[src/rtl/best_arr_send_ctrl.sv]
// Streams the best-match result arrays to the 11-bit output FIFO in blocked pixel
// order: every index word first, then every distance as a low/high word pair.
module best_arr_send_ctrl #(
  parameter int DATA_WIDTH = 11,
  parameter int ROW_SIZE   = 32,
  parameter int COL_SIZE   = 16,
  parameter int BLOCKING   = 4,
  parameter int NUM_QUERYS = ROW_SIZE * COL_SIZE,
  parameter int ADDR_WIDTH = $clog2(NUM_QUERYS)
) (
  input  logic                    io_clk,
  input  logic                    io_rst_n,
  input  logic                    send_best_arr,
  output logic                    busy,
  output logic                    send_done,
  output logic                    arr_rd_en,
  output logic [ADDR_WIDTH-1:0]   arr_rd_addr,
  input  logic [DATA_WIDTH-1:0]   arr_rd_idx,
  input  logic [2*DATA_WIDTH-1:0] arr_rd_dist,
  output logic                    out_fifo_wenq,
  output logic [DATA_WIDTH-1:0]   out_fifo_wdata,
  input  logic                    out_fifo_wfull_n
);

  localparam int XI_W  = $clog2(BLOCKING);
  localparam int Y_W   = $clog2(COL_SIZE);
  localparam int X_W   = $clog2(ROW_SIZE / 2 / BLOCKING);
  localparam int PX_SH = $clog2(ROW_SIZE / 2);
  localparam int Y_SH  = $clog2(ROW_SIZE);
  localparam int CNT_W = 1 + X_W + Y_W + XI_W;

  typedef enum logic [2:0] {
    IDLE, IDX_RD, IDX_WR, DST_RD, DST_LO, DST_HI, DONE
  } state_t;

  // Fields ordered outermost to innermost, so a plain increment carries
  // innermost-first and wraps to zero after the last entry.
  typedef struct packed {
    logic            px;
    logic [X_W-1:0]  x;
    logic [Y_W-1:0]  y;
    logic [XI_W-1:0] xi;
  } cnt_t;

  state_t                  state_q, state_d;
  cnt_t                    cnt_q, cnt_d;
  logic [2*DATA_WIDTH-1:0] data_q, data_d;
  logic                    rd_en_q;
  logic                    busy_q, busy_d;
  logic                    done_q, done_d;
  logic                    rd_en;
  logic                    wenq;
  logic [DATA_WIDTH-1:0]   wdata;
  logic                    last_entry;
  logic [ADDR_WIDTH-1:0]   addr;

  assign last_entry = &cnt_q;
  assign addr = (ADDR_WIDTH'(cnt_q.px) << PX_SH) + (ADDR_WIDTH'(cnt_q.y) << Y_SH)
              + (ADDR_WIDTH'(cnt_q.x) << XI_W) + ADDR_WIDTH'(cnt_q.xi);

  always_comb begin
    // NOTE: every signal gets a default before the case so no path leaves it unassigned (no latches).
    state_d = state_q;
    cnt_d   = cnt_q;
    data_d  = data_q;
    busy_d  = busy_q;
    done_d  = done_q;
    rd_en   = 1'b0;
    wenq    = 1'b0;
    wdata   = '0;
    unique case (state_q)
      IDLE: begin
        if (send_best_arr) begin
          done_d  = 1'b0;
          busy_d  = 1'b1;
          cnt_d   = '0;
          state_d = IDX_RD;
        end
      end
      IDX_RD: begin
        rd_en   = 1'b1;
        state_d = IDX_WR;
      end
      IDX_WR: begin
        // Array data is only valid the cycle after the read; later stall cycles use the held copy.
        if (rd_en_q) data_d = {{DATA_WIDTH{1'b0}}, arr_rd_idx};
        wdata = data_d[DATA_WIDTH-1:0];
        if (out_fifo_wfull_n) begin
          wenq    = 1'b1;
          cnt_d   = cnt_t'(cnt_q + CNT_W'(1));
          state_d = last_entry ? DST_RD : IDX_RD;
        end
      end
      DST_RD: begin
        rd_en   = 1'b1;
        state_d = DST_LO;
      end
      DST_LO: begin
        if (rd_en_q) data_d = arr_rd_dist;
        wdata = data_d[DATA_WIDTH-1:0];
        if (out_fifo_wfull_n) begin
          wenq    = 1'b1;
          state_d = DST_HI;
        end
      end
      DST_HI: begin
        wdata = data_q[2*DATA_WIDTH-1:DATA_WIDTH];
        if (out_fifo_wfull_n) begin
          wenq    = 1'b1;
          cnt_d   = cnt_t'(cnt_q + CNT_W'(1));
          state_d = last_entry ? DONE : DST_RD;
        end
      end
      DONE: begin
        busy_d  = 1'b0;
        done_d  = 1'b1;
        state_d = IDLE;
      end
      default: state_d = IDLE;
    endcase
  end

  // NOTE: sequential state uses non-blocking assignments so every flop samples pre-edge values.
  always_ff @(posedge io_clk or negedge io_rst_n) begin
    if (!io_rst_n) begin
      state_q <= IDLE;
      cnt_q   <= '0;
      data_q  <= '0;
      rd_en_q <= 1'b0;
      busy_q  <= 1'b0;
      done_q  <= 1'b0;
    end else begin
      state_q <= state_d;
      cnt_q   <= cnt_d;
      data_q  <= data_d;
      rd_en_q <= rd_en;
      busy_q  <= busy_d;
      done_q  <= done_d;
    end
  end

  assign busy           = busy_q;
  assign send_done      = done_q;
  assign arr_rd_en      = rd_en;
  assign arr_rd_addr    = addr;
  assign out_fifo_wenq  = wenq;
  assign out_fifo_wdata = wdata;

endmodule

[config.mk]
export PLATFORM = sky130hd
export DESIGN_NAME = best_arr_send_ctrl
export DESIGN_NICKNAME = d
export VERILOG_FILES = /design/src/rtl/best_arr_send_ctrl.sv
export SDC_FILE = /design/constraint.sdc
export NUM_CORES = 1
export LEC_CHECK = 0
export CAP_MARGIN = 10
export CORE_ASPECT_RATIO = 1.25
export CORE_UTILIZATION = 48
export CTS_CLUSTER_DIAMETER = 100
export DETAILED_ROUTE_END_ITERATION = 16
export PLACE_DENSITY = 0.83
export SYNTH_ARGS = -nofsm -noshare
export SYNTH_HDL_FRONTEND = slang
export SYNTH_SLANG_ARGS = --single-unit
[constraint.sdc]
create_clock -name io_clk -period 1.9 [get_ports io_clk]
set_input_delay 0.285 -clock io_clk [delete_from_list [all_inputs] [get_ports io_clk]]
set_output_delay 0.285 -clock io_clk [all_outputs]
set_load 0.02 [all_outputs]
==> flow_results.org <==
** Die
- The die is 76.3 um tall.
- For this configuration, the core starts out at a cell density of 50.9%.
- Measured along the x axis, the die boundary spans 61.5 um.
- Std cell rows :: 26
- Die Area :: 4690 um2
- Placeable core region :: 4160 um2
- Number of top-level design ports :: 61

** Detailed routing
- After the first detailed-routing iteration, the DRC count stood at 165.
- For this run, the detailed router's first-pass iteration total came to 4.
- Wire length per cell :: 16.7 um
- Summed over all layers, the routed wires come to 5920 um.
- Number of routed nets with antenna violations :: 0
- In the routed design, unresolved DRC markers number 0.
- Routed vias :: 2089
- Ratio of routed vias to standard cells :: 5.90

** Power and ir drop
- Sequential fraction of design power :: 27.0%
- In this run the static leakage power is 1.39 nW.
- Cell Pwr Density :: 1490 nW/um2
- In this run, the clock network consumes 11.9% of the power.
- Switching part of the total :: 42.1%
- Combinational Power Share :: 61.2%
- The internal power of the cells totals 2.64 mW.
- The analysis attributes to net switching a power of 1.92 mW.
- VDD IR max :: 726 uV

** Critical path
- Path type of the worst setup path :: register to output port
- Data on the critical path is required at its endpoint by 1620 ps.
- Data on the critical path arrives at its endpoint at 1600 ps.
- The critical path ends at out_fifo_wdata[2].
- Worst-path fanout max :: 18
- STA classifies the critical path endpoint as an output port.
- Launching point of the worst reg2reg path :: cnt_q[3]
- Kind of start point of the critical path :: register
- Tracing the worst setup path back leads to its startpoint at state_q[2].
- The endpoint identified for the worst register-to-register timing path is state_q[1].
- Number of cells traversed by the worst register-to-register path :: 7
- Worst reg-to-reg setup slack :: 140 ps

** Synth
- Yosys mapped a number of flops with a built-in enable equal to 0.
- Yosys cell types :: 34
- Synthesis warning total :: 0
- Most numerous cell types in the synthesized netlist :: 37 x dfrtp_1, 23 x mux2i_1, 21 x o22ai_1, 20 x nand2_1
- Among all flip-flop cells after synthesis, the most frequent one is dfrtp_1.
- Number of instances in the synthesized netlist :: 218
- Sequential elements use 43.7% of the synthesized area.
- Area share of the largest cell type after synthesis :: 43.7%
- Mean cell area of the mapped netlist :: 9.73 um2
- Syn Nets :: 257
- Leading cell types by total area after synthesis :: dfrtp_1 44%, mux2i_1 11%, a22o_1 7.8%, o22ai_1 6.2%, o21ai_0 4.5%
- Synthesis inferred 37 register bits.
- Top-count cell post-synth :: dfrtp_1
- Post-synth top area cell :: dfrtp_1
- The synthesized netlist occupies a cell area of 2120 um2.
- Asr flop ratio synth :: 100%

** Cells and area
- Ant diodes :: 0
- Relative to the synthesized area, the layout overhead comes to 44.7%.
- Of the cells placed in the final design, the portion with a size suffix greater than 1 is 21.1%.
- Final net count :: 336
- Fill cells in the final layout number 336.

** STA
- Final clock skew :: 5.45 ps
- Final setup margin :: 18.9 ps
- The final count of hold timing violations came to 0.
- Final Setup Violations :: 0
- Peak Freq :: 0.532 GHz
- Worst-margin pin slew :: 595 ps
- RSZ-0062 raised after global routing :: yes
- Final period util :: 99.0%
- After layout, the minimum clock period comes to 1880 ps.
- Measured against its own limit, the worst slew margin works out to 60.3%.
- In the final timing run, aggregate negative setup slack is 0 ps.
- The number of max-slew violations in the final report was 0.

** Placed design
- At the placement stage, the worst setup path has a slack of -250 ps.
- Buffers placed on the I/O ports in this run total 60.
- The congestion estimate from routability-driven global placement came to 0.820.
- HPWL after detailed placement :: 4090 um

** Clock tree
- Clock root cell :: clkbuf_8
- TritonCTS clock tree :: built
- The number of clock buffers added by TritonCTS is 5.
- After clock tree synthesis, the clock-pin slew on the worst setup and hold paths is 80 ps.
- Number of clock sinks :: 37
- Buffers from clock root to sink, at most :: 2
- Clock latency on the worst-skew pair, taken at its later pin, is 290 ps.
- The clock tree synthesis step divided the H-tree into 2 levels.

** Global routing
- The global routing stage identified its most utilized layer as met2.
- Number of antenna violations at the first check in global routing :: 0
- Pin count of the biggest net entering global routing :: 38
- The number of global-route vias before repair is 1964.
- Global routing consumed, over all layers together, 24.8% of the routing resources.
- Global routing consumed, on the met2 layer, 40.4% of the routing resources.
- Summed over all layers, the global routing overflow is 0.
- Global routing consumed, on the met1 layer, 32.5% of the routing resources.
- Global-route wire length before repair :: 8820 um
- For this run, global-route usage on met3 was measured as 4.41%.

** Hold path
- Worst min path class :: input pin to asynchronous set/reset pin

** Run
- Across the run, the number of max-cap violations was 0.

** Outcome
- Status :: finished clean
## sequential cells by signal, summed over array words and instances (netlist names)
register,count
busy,1
rd_en_q,1
state_q,3
cnt_q,9
send_done,1
data_q,22
## layer usage
layer  vias up  part of all wire [%]
li1        992                     -
met1       998                    44
met2        86                    47
met3        13                   6.1
met4         0                   2.1
met5         -                     0
## metrics by stage
stage          cells  utilization (%)  power, mW  hold slack, ps  area [um2]
5_1_grt          354             73.7       4.85             477        3070
6_report         354             73.7       4.57             417        3070
3_3_place_gp     343             71.2       3.87             485        2960
3_5_place_dp     343             71.2       3.93             502        2960
2_1_floorplan    218                -       2.89           -10.6        2150
4_1_cts          351             72.3       4.41             443        3010
## cell type report
| cell class | count | area, um2 | area share, % |
|---|---|---|---|
| clock buffer | 5 | 68.8 | 2.24 |
| clock inverter | 3 | 17.5 | 0.571 |
| inverter | 3 | 11.3 | 0.367 |
| multi-input combinational | 162 | 1150 | 37.6 |
| sequential | 37 | 926 | 30.2 |
| tap | 56 | 70.1 | 2.28 |
| timing repair buffer | 88 | 821 | 26.7 |
## critical path: stages (launching register included)
cell	delay, ps
dfrtp_1	390
or3b_4	420
buf_12	170
o22ai_1	130
buf_2	190
## what timing repair did
item | CTS | global route
buffers inserted | 0 | 2
setup endpoints to repair | 31 | 15
cloned | 0 | 1
hold buffers | 0 | 0
pin swaps | 0 | 1
resized for setup | 56 | 7
## power groups by stage
stage / combinational [mW] / sequential [mW] / clock, mW
final: 2.79 / 1.23 / 0.542
after global routing: 3.00 / 1.26 / 0.583
after CTS: 2.63 / 1.23 / 0.545
after detailed placement: 2.69 / 1.24 / 0
after global placement: 2.64 / 1.23 / 0
after floorplan: 1.67 / 1.22 / 0
## how the worst min path moves through the flow
| stage | start | end | slack, ps | cells after the start |
|---|---|---|---|---|
| after floorplan | io_rst_n | busy | -10 | 0 |
| after global placement | cnt_q[8] | cnt_q[8] | 490 | 2 |
| after detailed placement | cnt_q[8] | cnt_q[8] | 500 | 2 |
| after CTS | io_rst_n | data_q[2] | 440 | 2 |
| after global routing | io_rst_n | data_q[6] | 480 | 2 |
| final | io_rst_n | data_q[2] | 420 | 2 |
## placed cells by master, fill, tap and decap left out, types with 3 or more instances in the layout
cell type	synthesis	final
a2bb2oi_1	8	8
nand3_1	5	5
nor2_1	10	10
a22o_1	19	19
buf_12	0	3
o22ai_2	0	5
clkbuf_8	0	5
buf_2	5	7
o22ai_1	21	16
clkdlybuf4s50_1	0	47
a21oi_1	9	9
o21ai_0	19	18
mux2i_1	23	23
dfrtp_1	37	37
buf_4	1	28
and3_1	5	5
nor2b_1	5	4
nand2_1	20	20
## cell families (layout without fill, tap and decap cells)
kind of cell / Yosys count / count (layout) / synth area share [%]
multiplexers: 24 / 24 / 11.4
flip-flops: 37 / 37 / 43.7
AO/OA/AOI/OAI: 83 / 83 / 27.4
adder cells (fa/ha/maj): 2 / 2 / 1.18
AND/OR/NAND/NOR: 53 / 53 / 12.2
buffers and inverters: 19 / 99 / 4.19
Power figures use the tool's default switching activity.
==> edit, RTL diff (config.mk and constraints unchanged) <==
Encoding of `state_t`: now one-hot (7 bits for 7 states).
--- a/src/rtl/best_arr_send_ctrl.sv
+++ b/src/rtl/best_arr_send_ctrl.sv
@@ -31,4 +31,4 @@
 
-  typedef enum logic [2:0] {
-    IDLE, IDX_RD, IDX_WR, DST_RD, DST_LO, DST_HI, DONE
+  typedef enum logic [6:0] {
+    IDLE = 7'b0000001, IDX_RD = 7'b0000010, IDX_WR = 7'b0000100, DST_RD = 7'b0001000, DST_LO = 7'b0010000, DST_HI = 7'b0100000, DONE = 7'b1000000
   } state_t;
Formal check against the unedited RTL: no difference found for any inputs over 10 cycles, from zero or initial values and one cycle with io_rst_n low; not proved beyond that.
==> edit against the original RTL <==
Design area grew 17%; non-clock buffer count is 17 higher; largest cell class unchanged; sequential cell count is 4 higher; setup slack got worse by 0.36 ns; wire length is 17% higher; via count rose by 13%; synthesized area up 9.8%; highest routed layer unchanged; the flow now finishes with violations (negative setup slack); total power decreased by 26%.
==> edit: results (changes against the original RTL) <==
\begin{tabular}{lr}
\hline
Metric & Value \\
\hline
\multicolumn{2}{l}{\textbf{CTS}} \\
\quad Resized cells post-CTS & 86 (+54\%) \\
\quad Number of buffers added to fix hold violations after cts & 1 (+1) \\
\multicolumn{2}{l}{\textbf{Drt}} \\
\quad Routed met1 length & 2701 um (+2.9\%) \\
\quad Drt total wl & 6951 um (+17\%) \\
\quad Routed via count & 2,359 (+13\%) \\
\multicolumn{2}{l}{\textbf{Outcome}} \\
\quad Violations in the final reports & negative setup slack \\
\quad Result of the run & complete, but fails checks \\
\multicolumn{2}{l}{\textbf{Placement}} \\
\quad Placed wire-length estimate & 4478 um (+9.6\%) \\
\quad Worst setup slack after placement & -0.5270 ns (-0.2767 ns) \\
\quad Placed cells & 376 (+9.6\%) \\
\quad Post-Place Cell Area & 3256 sq um (+9.8\%) \\
\multicolumn{2}{l}{\textbf{Timing}} \\
\quad Setup WS post-layout & -0.3460 ns (-0.3648 ns) \\
\quad Transition time at the pin with the least slew margin & 0.4931 ns (-0.1017 ns) \\
\quad Endpoints failing setup & 22 (+22) \\
\quad Summed negative setup slack over all endpoints & -5.168 ns (-5.168 ns) \\
\quad Worst hold margin & 0.4661 ns (+0.04915 ns) \\
\multicolumn{2}{l}{\textbf{Worst setup path}} \\
\quad Launch instance of the worst register-to-register path & state\_q[0] \\
\quad Endpoint of the worst register-to-register path & cnt\_q[3] \\
\quad CP Max Fanout & 6 (-12) \\
\quad Cell at the slowest stage of the critical path & sky130\_fd\_sc\_hd\_\_or3\_4 \\
\quad Data arrival time of the critical path & 1.96 ns (+0.36 ns) \\
\multicolumn{2}{l}{\textbf{Global route}} \\
\quad Total routing usage reported by global routing & 26.87\% (+2.1 points) \\
\quad Global-route wire length before repair & 10,510 um (+19\%) \\
\quad Met1 Track Usage GR & 31.32\% (-1.2 points) \\
\quad Global Route met2 Usage & 49.58\% (+9.1 points) \\
\multicolumn{2}{l}{\textbf{Yosys}} \\
\quad Number of register bits inferred by synthesis & 41 (+11\%) \\
\quad Post-synthesis area per instance & 9.622 sq um (-1.1\%) \\
\quad Net count after synthesis & 281 (+9.3\%) \\
\quad Number of distinct standard cells referenced by the synthesized netlist & 42 (+24\%) \\
\quad Register area share after synthesis & 44.12\% (+0.46 points) \\
\quad Combined area of all synthesized cells & 2328 sq um (+9.8\%) \\
\multicolumn{2}{l}{\textbf{Power and ir drop}} \\
\quad P\_sw & 0.001179 W (-39\%) \\
\quad Leak & 1.624 nW (+17\%) \\
\multicolumn{2}{l}{\textbf{Layout}} \\
\quad Syn-to-layout area delta & 54.54\% \\
\quad Share of cells above drive strength 1 & 29.76\% (+8.6 points) \\
\quad Data buffer area share & 27.92\% (+1.2 points) \\
\hline
\end{tabular}
## edit: power by group through the flow
stage                     clock (W)  combinational (W)  sequential (W)
after CTS                  0.000846            0.00135         0.00107
final                      0.000842            0.00147         0.00109
after detailed placement          0            0.00125         0.00109
after global routing       0.000893            0.00156         0.00110
after floorplan                   0           0.000839         0.00108
after global placement            0            0.00122         0.00109
## edit: worst max path at each step
| stage | endpoint | slack (ns) | start |
|---|---|---|---|
| final | out_fifo_wdata[9] | -0.35 | state_q[0] |
| after global routing | out_fifo_wdata[9] | -0.40 | state_q[3] |
| after CTS | out_fifo_wdata[4] | -0.31 | state_q[6] |
| after detailed placement | out_fifo_wdata[6] | -0.53 | state_q[6] |
| after global placement | out_fifo_wdata[6] | -0.49 | state_q[6] |
| after floorplan | cnt_q[2] | -0.26 | state_q[3] |
